### src/rtl/song_pkg.sv
// song_pkg: shared types and constants for the song sequencer.
// Holds note codes, tone half-periods, the song entry format, FSM states
// and the song ROM lookup. The GAP state exists only when NOTE_GAP_EN is defined.
package song_pkg;

  typedef enum logic [2:0] {
    NOTE_REST = 3'd0,
    NOTE_C4   = 3'd1,
    NOTE_D4   = 3'd2,
    NOTE_E4   = 3'd3,
    NOTE_F4   = 3'd4,
    NOTE_G4   = 3'd5,
    NOTE_A4   = 3'd6,
    NOTE_B4   = 3'd7
  } note_e;

  localparam logic [19:0] HP_C4 = 20'd191113;
  localparam logic [19:0] HP_D4 = 20'd170262;
  localparam logic [19:0] HP_E4 = 20'd151686;
  localparam logic [19:0] HP_F4 = 20'd143173;
  localparam logic [19:0] HP_G4 = 20'd127553;
  localparam logic [19:0] HP_A4 = 20'd113636;
  localparam logic [19:0] HP_B4 = 20'd101238;

  // One song step: beats == 0 marks the end of the song.
  typedef struct packed {
    note_e      note;
    logic [2:0] beats;
  } entry_t;

`ifdef NOTE_GAP_EN
  typedef enum logic [2:0] {
    IDLE = 3'd0,
    LOAD = 3'd1,
    PLAY = 3'd2,
    GAP  = 3'd3,
    DONE = 3'd4
  } state_e;
`else
  typedef enum logic [2:0] {
    IDLE = 3'd0,
    LOAD = 3'd1,
    PLAY = 3'd2,
    DONE = 3'd4
  } state_e;
`endif

  // Tone half-period for a note code; rests are silent (0).
  function automatic logic [19:0] half_period(input note_e n);
    logic [19:0] hp;
    case (n)
      NOTE_C4: hp = HP_C4;
      NOTE_D4: hp = HP_D4;
      NOTE_E4: hp = HP_E4;
      NOTE_F4: hp = HP_F4;
      NOTE_G4: hp = HP_G4;
      NOTE_A4: hp = HP_A4;
      NOTE_B4: hp = HP_B4;
      default: hp = 20'd0;
    endcase
    return hp;
  endfunction

  // Song ROM: sel 0 = twinkle, sel 1 = hot cross buns. Unused slots are end markers.
  function automatic entry_t song_rom(input logic sel, input logic [3:0] idx);
    entry_t e;
    e = '{note: NOTE_REST, beats: 3'd0};
    if (sel == 1'b0) begin
      case (idx)
        4'd0:    e = '{note: NOTE_C4, beats: 3'd2};
        4'd1:    e = '{note: NOTE_G4, beats: 3'd2};
        4'd2:    e = '{note: NOTE_A4, beats: 3'd2};
        4'd3:    e = '{note: NOTE_G4, beats: 3'd1};
        4'd4:    e = '{note: NOTE_F4, beats: 3'd2};
        4'd5:    e = '{note: NOTE_E4, beats: 3'd2};
        4'd6:    e = '{note: NOTE_D4, beats: 3'd2};
        4'd7:    e = '{note: NOTE_C4, beats: 3'd2};
        default: e = '{note: NOTE_REST, beats: 3'd0};
      endcase
    end else begin
      case (idx)
        4'd0:    e = '{note: NOTE_E4, beats: 3'd1};
        4'd1:    e = '{note: NOTE_D4, beats: 3'd1};
        4'd2:    e = '{note: NOTE_C4, beats: 3'd1};
        4'd3:    e = '{note: NOTE_G4, beats: 3'd1};
        4'd4:    e = '{note: NOTE_F4, beats: 3'd1};
        4'd5:    e = '{note: NOTE_E4, beats: 3'd1};
        4'd6:    e = '{note: NOTE_D4, beats: 3'd3};
        4'd7:    e = '{note: NOTE_C4, beats: 3'd4};
        default: e = '{note: NOTE_REST, beats: 3'd0};
      endcase
    end
    return e;
  endfunction

  // Beat count of an entry, for look-ahead at the following entry.
  function automatic logic [2:0] entry_beats(input logic sel, input logic [3:0] idx);
    entry_t e;
    e = song_rom(sel, idx);
    return e.beats;
  endfunction

endpackage

### src/rtl/song_sequencer_beat_timer.sv
// beat_timer: free-running divider that pulses tick on the last cycle of
// every BEAT_CYCLES window while enabled; disabled means held at zero so a
// new note always starts a fresh beat. Expects BEAT_CYCLES >= 2.
module beat_timer #(
  parameter int BEAT_CYCLES = 50000000
) (
  input  logic CLOCK_50,
  input  logic Reset,
  input  logic en,
  output logic tick
);

  localparam int CNT_W = (BEAT_CYCLES > 1) ? $clog2(BEAT_CYCLES) : 1;

  logic [CNT_W-1:0] cnt_r;
  logic             wrap_s;

  assign wrap_s = (cnt_r == CNT_W'(BEAT_CYCLES - 1));
  assign tick   = en && wrap_s;

  // Cycle counter within the current beat, cleared whenever not enabled.
  always_ff @(posedge CLOCK_50 or posedge Reset) begin
    if (Reset) begin
      cnt_r <= '0;
    end else if (!en) begin
      cnt_r <= '0;
    end else if (wrap_s) begin
      cnt_r <= '0;
    end else begin
      cnt_r <= cnt_r + CNT_W'(1);
    end
  end

endmodule

### src/rtl/song_sequencer.sv
// song_sequencer: plays one of two ROM songs as note half-periods for a
// downstream tone generator. Optional silent gaps between notes are enabled
// with the NOTE_GAP_EN macro. All outputs come straight from registers.
//
// Timing: the beat timer runs in LOAD and PLAY, so one LOAD cycle plus the
// PLAY cycles make up exactly beats*BEAT_CYCLES. The outputs are updated on
// the edge leaving LOAD, and they hold through the following LOAD (or first
// GAP cycle), so each note is audible for exactly beats*BEAT_CYCLES cycles.
module song_sequencer
  import song_pkg::*;
#(
  parameter int BEAT_CYCLES = 50000000,
  parameter int GAP_CYCLES  = 2500000
) (
  input  logic        CLOCK_50,
  input  logic        Reset,
  input  logic        start,
  input  logic        stop,
  input  logic        song_sel,
  output logic [19:0] note_delay,
  output logic        note_en,
  output logic [3:0]  note_idx,
  output logic        busy,
  output logic        done
);

  state_e      state_r, next_state_s;
  logic        sel_r;
  logic [3:0]  idx_r;
  logic [2:0]  beats_left_r;
  logic        last_r;
  logic [19:0] delay_r, delay_nxt_s;
  logic        en_r, en_nxt_s;
  logic        busy_r, done_r;
  entry_t      cur_entry_s;
  logic        tick_s, timer_en_s, play_end_s;

  assign cur_entry_s = song_rom(sel_r, idx_r);
  assign timer_en_s  = (state_r == LOAD) || (state_r == PLAY);
  assign play_end_s  = tick_s && (beats_left_r == 3'd1);

  beat_timer #(.BEAT_CYCLES(BEAT_CYCLES)) u_beat_timer (
    .CLOCK_50 (CLOCK_50),
    .Reset    (Reset),
    .en       (timer_en_s),
    .tick     (tick_s)
  );

`ifdef NOTE_GAP_EN
  localparam int GAP_W = (GAP_CYCLES > 1) ? $clog2(GAP_CYCLES) : 1;
  logic [GAP_W-1:0] gap_cnt_r;
  logic             gap_done_s;
  logic             final_s;

  assign gap_done_s = (gap_cnt_r == GAP_W'(GAP_CYCLES - 1));
  // No gap after the last note: either slot 15 or the next entry is the end marker.
  assign final_s    = (idx_r == 4'd15) || (entry_beats(sel_r, idx_r + 4'd1) == 3'd0);

  // Silent-cycle counter, only running while in GAP.
  always_ff @(posedge CLOCK_50 or posedge Reset) begin
    if (Reset) begin
      gap_cnt_r <= '0;
    end else if ((state_r == GAP) && !gap_done_s) begin
      gap_cnt_r <= gap_cnt_r + GAP_W'(1);
    end else begin
      gap_cnt_r <= '0;
    end
  end
`endif

  // Next-state logic; stop wins over everything outside IDLE.
  always_comb begin
    next_state_s = state_r;
    case (state_r)
      IDLE: begin
        if (start && !stop) next_state_s = LOAD;
        else                next_state_s = IDLE;
      end
      LOAD: begin
        if (stop)                                          next_state_s = IDLE;
        else if (last_r || (cur_entry_s.beats == 3'd0))    next_state_s = DONE;
        else                                               next_state_s = PLAY;
      end
      PLAY: begin
        if (stop) begin
          next_state_s = IDLE;
        end else if (play_end_s) begin
`ifdef NOTE_GAP_EN
          if (final_s) next_state_s = LOAD;
          else         next_state_s = GAP;
`else
          next_state_s = LOAD;
`endif
        end else begin
          next_state_s = PLAY;
        end
      end
`ifdef NOTE_GAP_EN
      GAP: begin
        if (stop)            next_state_s = IDLE;
        else if (gap_done_s) next_state_s = LOAD;
        else                 next_state_s = GAP;
      end
`endif
      DONE:    next_state_s = IDLE;
      default: next_state_s = IDLE;
    endcase
  end

  // Next tone outputs: load on LOAD->PLAY, silence on exit/finish/gap, else hold.
  always_comb begin
    delay_nxt_s = delay_r;
    en_nxt_s    = en_r;
    if ((next_state_s == IDLE) || (next_state_s == DONE)) begin
      delay_nxt_s = 20'd0;
      en_nxt_s    = 1'b0;
    end else if ((state_r == LOAD) && (next_state_s == PLAY)) begin
      delay_nxt_s = half_period(cur_entry_s.note);
      en_nxt_s    = (cur_entry_s.note != NOTE_REST);
`ifdef NOTE_GAP_EN
    end else if (state_r == GAP) begin
      delay_nxt_s = 20'd0;
      en_nxt_s    = 1'b0;
`endif
    end else begin
      delay_nxt_s = delay_r;
      en_nxt_s    = en_r;
    end
  end

  // State, song position and registered outputs.
  always_ff @(posedge CLOCK_50 or posedge Reset) begin
    if (Reset) begin
      state_r      <= IDLE;
      sel_r        <= 1'b0;
      idx_r        <= 4'd0;
      beats_left_r <= 3'd0;
      last_r       <= 1'b0;
      delay_r      <= 20'd0;
      en_r         <= 1'b0;
      busy_r       <= 1'b0;
      done_r       <= 1'b0;
    end else begin
      state_r <= next_state_s;
      delay_r <= delay_nxt_s;
      en_r    <= en_nxt_s;
      busy_r  <= (next_state_s != IDLE);
      done_r  <= (next_state_s == DONE);
      case (state_r)
        IDLE: begin
          if (next_state_s == LOAD) begin
            sel_r  <= song_sel;
            idx_r  <= 4'd0;
            last_r <= 1'b0;
          end
        end
        LOAD: beats_left_r <= cur_entry_s.beats;
        PLAY: begin
          if (tick_s) beats_left_r <= beats_left_r - 3'd1;
          if (play_end_s) begin
            if (idx_r == 4'd15) last_r <= 1'b1;
            else                idx_r  <= idx_r + 4'd1;
          end
        end
        default: ;
      endcase
    end
  end

  assign note_delay = delay_r;
  assign note_en    = en_r;
  assign note_idx   = idx_r;
  assign busy       = busy_r;
  assign done       = done_r;

endmodule

### config.mk
export PLATFORM = sky130hd
export DESIGN_NAME = song_sequencer
export DESIGN_NICKNAME = d
export VERILOG_FILES = /design/src/rtl/song_pkg.sv /design/src/rtl/song_sequencer_beat_timer.sv /design/src/rtl/song_sequencer.sv
export SDC_FILE = /design/constraint.sdc
export NUM_CORES = 1
export LEC_CHECK = 0
export BUFFER_PORTS_ARGS = -buffer_cell sky130_fd_sc_hd__buf_2
export CORE_MARGIN = 8
export CORE_UTILIZATION = 55
export CTS_BUF_LIST = sky130_fd_sc_hd__clkbuf_8 sky130_fd_sc_hd__clkbuf_16
export CTS_CLUSTER_DIAMETER = 150
export DETAILED_ROUTE_END_ITERATION = 7
export PLACE_DENSITY_LB_ADDON = 0.1
export SYNTH_ARGS = -nofsm -noshare
export SYNTH_HDL_FRONTEND = slang
export SYNTH_SLANG_ARGS = --single-unit
### constraint.sdc
create_clock -name CLOCK_50 -period 2.2 [get_ports CLOCK_50]
set_input_delay 0.11 -clock CLOCK_50 [delete_from_list [all_inputs] [get_ports CLOCK_50]]
set_output_delay 0.11 -clock CLOCK_50 [all_outputs]
set_load 0.02 [all_outputs]
---- Word level (Yosys, flattened, before mapping) ----
Memory sizes are Yosys's and may differ from the RTL's.
Cells that the tools add are included.
W data, S select, Z words.
storage, ports and cells
  register bits after elaboration ......... 61
  memory bits (read-only) ................. 88
  bits of input ports ..................... 5
  output and inout bits ................... 27
  word-level logic and storage cells ...... 81
  memories kept ........................... 2
cells by class
  $add $sub $neg .......................... 3
  equal/unequal tests ..................... 20
  mux-type cells .......................... 26
  reductions and logical operators ........ 20
memories
  name              depth  width  rd ports  clocked after memory_dff  wr ports  line            text
  (name not given)  8      6      1         0                         0         song_pkg.sv:81  case (idx)
  (name not given)  8      5      1         0                         0         song_pkg.sv:69  case (idx)
operators with widths
  kind                     number
  $pmux W18 S7             1
  $mux W26                 2
  $mux W20                 2
  $add A26 B1 Y26 const B  1
  $eq A26 B26 Y1 const B   1
  $mux W6                  3
  $eq A3 B3 Y1 const B     5
  $eq A3 B1 Y1 const B     4
  $eq A3 B2 Y1 const B     4
  $mux W4                  3
  $logic_not A3 Y1         3
  $mux W3                  3
  $pmux W3 S3              1
  $ne A2 B2 Y1 const B     4
  $pmux W4 S2              1
  $reduce_and A4 Y1        2
  $mux W1                  6
  $pmux W3 S2              1
  $reduce_bool A2 Y1       3
  $reduce_bool A3 Y1       2
  $add A4 B1 Y4 const B    1
  $eq A4 B4 Y1 const B     1
  $logic_and A1 B1 Y1      4
  $mux W2                  2
  other kinds (6)          9

---- Logic depth before layout (Yosys ltp) ----
An unclocked memory read counts as a cell.
  word-level depth ........................ 12
  depth in mapped cells ................... 9
  gate-level depth less buffers ........... 7

---- Modules after synthesis ----
Synthesis repeated with hierarchy kept, for this count alone.
unflattened totals
  cell total of the unflattened synthesis .. 368
  area, all modules ....................... 3358.2 um2
by module, submodules not included
  module          times used  cells each  area each (um2)  sequential area each (um2)
  song_sequencer  1           211         1894.3           825.8
  beat_timer      1           157         1463.9           650.6

---- Worst setup path after synthesis ----
No wires, ideal clock.
  path type ............................... reg2reg
  from .................................... register idx_r[1], in the netlist note_idx[1]
  to ...................................... register en_r, in the netlist note_en
  setup time .............................. 0.067 ns
  arrival time ............................ 2.060 ns
  required time ........................... 2.133 ns
  slack ................................... 0.073 ns
  stages on the path, launching flop included .. 9
  buffers on the path ..................... 1
  clock period less this slack ............ 2.127 ns
  cell sequence ........................... dfrtp_1 > ha_1 > ha_1 > nor2_1 > a211o_1 > nor4_4 > buf_4 > o21ai_0 > nand2_1
on the way
  longest elaborated chain between the ends .. 11
  elaborated cells between the ends (all ways) .. 19
  those cells by class .................... eq/ne: 2; mux: 8; reduce/logical: 7; memory: 2
ends and longest elaborated chain
  what                                                              line                                          text
  from (decl)                                                       song_sequencer.sv:29                          logic [3:0] idx_r;
  from (signal assigned)                                            song_sequencer.sv:162                         else idx_r <= idx_r + 4'd1;
  $mem_v2 Z8 W5 / $mem_v2 Z8 W6 (equally long branches)             --
  $mux W6, on equally long branches                                 song_pkg.sv:69, song_pkg.sv:81
  $mux W6 *                                                         song_pkg.sv:68                                if (sel == 1'b0) begin
  $logic_not A3 Y1                                                  song_sequencer.sv:81                          else if (last_r || (cur_entry_s.beats == 3'd0)) next_state_s = DONE;
  $logic_or A1 B1 Y1                                                song_sequencer.sv:81
  $mux W3                                                           song_sequencer.sv:81
  $mux W3                                                           song_sequencer.sv:80                          if (stop) next_state_s = IDLE;
  $pmux W3 S3                                                       song_sequencer.sv:74                          case (state_r)
  $eq A3 B3 Y1, or another cell as far along                        song_sequencer.sv:114                         if ((next_state_s == IDLE) || (next_state_s == DONE)) begin
  $logic_or A1 B1 Y1 / $logic_and A1 B1 Y1 (equally long branches)  song_sequencer.sv:114, song_sequencer.sv:117
  $mux W1 / $reduce_bool A2 Y1 (equally long branches)              --
  to (signal assigned)                                              song_sequencer.sv:146                         en_r <= en_nxt_s;
  to (decl)                                                         song_sequencer.sv:33                          logic en_r, en_nxt_s;
Mark *: on every way between the ends. The rest lies on a longest branch, timed or not. The select of a mux whose other input is x is not followed.
A chain may end at the register's enable or synchronous reset.

---- Worst setup path in the final report ----
  from .................................... register idx_r[0], in the netlist note_idx[0]
  to ...................................... register delay_r[17], in the netlist note_delay[17]
on the way
  longest elaborated chain between the ends .. 11
  elaborated cells between the ends (all ways) .. 26
  those cells by class .................... eq/ne: 9; mux: 9; reduce/logical: 6; memory: 2
ends and longest elaborated chain
  what                                                              line                                          text
  $mem_v2 Z8 W5 / $mem_v2 Z8 W6 (equally long branches)             --
  $mux W6, on equally long branches                                 song_pkg.sv:69, song_pkg.sv:81
  $mux W6 *                                                         song_pkg.sv:68
  $logic_not A3 Y1                                                  song_sequencer.sv:81
  $logic_or A1 B1 Y1                                                song_sequencer.sv:81
  $mux W3                                                           song_sequencer.sv:81
  $mux W3                                                           song_sequencer.sv:80
  $pmux W3 S3                                                       song_sequencer.sv:74
  $eq A3 B3 Y1, or another cell as far along                        song_sequencer.sv:114
  $logic_or A1 B1 Y1 / $logic_and A1 B1 Y1 (equally long branches)  song_sequencer.sv:114, song_sequencer.sv:117
  $mux W20 / $reduce_bool A2 Y1 (equally long branches)             --
  to (signal assigned)                                              song_sequencer.sv:145                         delay_r <= delay_nxt_s;
  to (decl)                                                         song_sequencer.sv:32                          logic [19:0] delay_r, delay_nxt_s;
Marked as above.

==> flow_summary.yaml <==
outcome:
  status: "completed"
cts:
  htreeDepth: 3
  clkSinkCount: 59
  insertion_delay_ns: 0.32
  clk_pin_slew_ns: 0.07
  postCtsSetupRepairBufs: 0
  root_buffer: "clkbuf_8"
  cts_buffer_depth: 2
  cts_inserted_buffers: 9
  cts_tree: "built"
logic_synthesis:
  synth_edf_count: 0
  ys_top_cells_by_area: "dfrtp_1 46%, ha_1 5.1%, nor2_1 4.7%"
  ys_ff_latch: 59
  synth_cell_type_count: 51
  synth_top_area_share: 0.461
  ys.flop_type: "dfrtp_1"
  synth_area_um2: 3200
  synth_cells: 322
  yosysMostFrequentCell: "dfrtp_1"
  syn_area_per_cell_um2: 9.95
  synth_warnings: 0
  async_reset_ff_frac: 1.00
  yosys.area.top_type: "dfrtp_1"
  ys_seq_area_frac: 0.461
  yosys-top-cells-count: "59 x dfrtp_1, 40 x nor2_1, 34 x nand2_1"
power:
  finalPower_uw: 2690
  comb_power_share: 0.155
  power.leakage_uw: 0.00174
  p_int_uw: 1990
  power.density_nw_per_um2: 718
  pwr-share-clk: 0.407
  vdd_drop_max_mv: 0.496
  p_seq_frac: 0.438
  p_switching_uw: 698
  p_sw_frac: 0.259
die:
  die_w_um: 92.3
  die-height_um: 92.3
  io_pins: 32
  fp.dieArea_um2: 8520
  rows: 27
  core-area_um2: 5570
  initial_utilization: 0.575
worst_setup_path:
  rrSetupSlack_ns: 0.10
  worstSetupEndpointType: "register"
  worstSetupStartpointType: "register"
  worst_ep_required_time_ns: 2.42
  cp.arrival_ns: 2.31
  cp_max_fo: 8
  crit_type: "register to register"
sta:
  rsz0062_at_grt: "no"
  worst_slack_ns: 0.104
  setup_violations: 0
  slew_headroom: 0.609
  hold_viol: 0
  finalSetupTns_ns: 0
  fin_crit_ns: 2.10
  maxSlewViolCount: 0
  fin_skew_ns: 0.00776
  tightest_slew_ns: 0.585
  max_freq_mhz: 477
  finalCritPeriodShare: 0.953
global_route:
  grtUsageMet2: 0.310
  gr-usage-met1: 0.206
  grt_usage: 0.178
  grt_overflow: 0
  grt_max_degree: 34
  grt_pass1_wl_um: 12300
  grt_busiest_layer: "met2"
  grt_pass1_vias: 2546
  antenna_found_initial: 0
  met3_usage: 0.0436
routing:
  wl_um: 7020
  drtPass1Iterations: 4
  drc: 0
  wire_per_inst_um: 15.8
  first_iter_violations: 89
  num_vias: 2468
  vias_per_cell: 5.56
  postRouteAntennaNets: 0
finish:
  drive_gt1_frac: 0.202
  antenna_cells: 0
  post-route-util: 0.672
  syn_to_final_growth_pct: 16.9
  fin_nets: 385
place:
  dp_hpwl_um: 5180
  place_ws_ns: 0.0828
  gp_congestion: 0.833
  io_buffer_count: 29
worst_hold_path:
  worstHoldPathType: "primary input to register"
job:
  maxCapViolations: 0
-- registers in the layout, indices dropped and copies added (netlist names) --
| register | count |
|---|---|
| done | 1 |
| state_r | 3 |
| beats_left_r | 3 |
| busy | 1 |
| u_beat_timer.cnt_r | 26 |
| last_r | 1 |
| sel_r | 1 |
| note_en | 1 |
| note_delay | 18 |
| note_idx | 4 |
-- path summary, 6_finish.rpt --
check | from | endpoint | cells past startpoint
min in group asynchronous | Reset | u_beat_timer.cnt_r[1]$_DFF_PP0_ | 3
max in group asynchronous | Reset | busy$_DFF_PP0_ | 4
setup reg to reg | note_idx[0]$_DFFE_PP0P_ | note_delay[17]$_DFFE_PP0P_ | 8
setup / recovery | note_idx[0]$_DFFE_PP0P_ | note_delay[17]$_DFFE_PP0P_ | 8
hold reg to reg | note_en$_DFFE_PP0P_ | note_en$_DFFE_PP0P_ | 2
hold / removal | stop | state_r[2]$_DFF_PP0_ | 2
-- per-layer routing --
layer,share of wire,wire [µm]
met1,0.44,3110
met2,0.52,3680
met5,0,0
met3,0.021,147
met4,0.012,85
-- per-stage QoR --
step / area [µm²] / hold WS, ns / instances
6_report: 3740 / 0.106 / 444
5_1_grt: 3740 / 0.0874 / 444
4_1_cts: 3740 / 0.0783 / 444
3_5_place_dp: 3500 / 0.203 / 426
3_3_place_gp: 3500 / 0.199 / 426
2_1_floorplan: 3210 / 0.183 / 323
-- layout make-up --
| class | count | area [µm²] |
|---|---|---|
| inverter | 11 | 41.3 |
| timing repair buffer | 48 | 318 |
| clock buffer | 11 | 151 |
| multi-input combinational | 238 | 1590 |
| tap | 72 | 90.1 |
| clock inverter | 5 | 76.3 |
| sequential | 59 | 1480 |
| fill | 443 | 1830 |
-- worst max-delay path, stage by stage (launching register included) --
cell and delay, ns:
dfrtp_1 0.34, buf_4 0.14, inv_1 0.10, ha_1 0.25, nor2b_1 0.16, o311ai_4 0.37
nand2_1 0.23, xor2_1 0.20, a22o_1 0.20
-- cells in the final DEF, fill, tap and decap left out, types with 2 or more instances in the layout --
cell           instances
dfrtp_1               59
nor2_1                40
nand2_1               34
buf_2                 29
nand3_1               16
buf_4                 15
xnor2_1               14
ha_1                  13
xor2_1                12
inv_1                 11
nor3_1                11
o21ai_0               11
clkbuf_8              11
nand4_1                9
a22o_1                 8
nand2b_1               6
and4_1                 5
nor2b_1                5
a211oi_1               4
a21oi_1                4
nor4_4                 3
and3_1                 3
or3_1                  3
or2_2                  3
a32o_1                 3
o21a_1                 2
o211ai_1               2
a211o_1                2
o31ai_1                2
nor4_1                 2
conb_1                 2
bufinv_16              2
dlygate4sd3_1          2
buf_12                 2
-- timing repair --
item,4_1_cts,5_1_grt
hold buffers,2,0
setup endpoints to repair,0,13
resized for setup,0,1
hold endpoints to repair,27,0
-- logic make-up after synthesis --
group	share of synthesized area
muxes	0.00352
and+or+nand+nor	0.250
DFF	0.461
adders and majority gates	0.0508
xor gates and xnor gates	0.0711
other	0.00117
buffers and inverters	0.0437
AOI/OAI and AO/OA	0.119
-- power groups by stage --
stage	logic, µW	clock network (µW)	registers (µW)
2_1_floorplan	281	0	1220
3_3_place_gp	403	0	1200
3_5_place_dp	413	0	1200
4_1_cts	418	1120	1180
5_1_grt	462	1160	1180
6_report	416	1090	1180
Power figures use the tool's default switching activity.
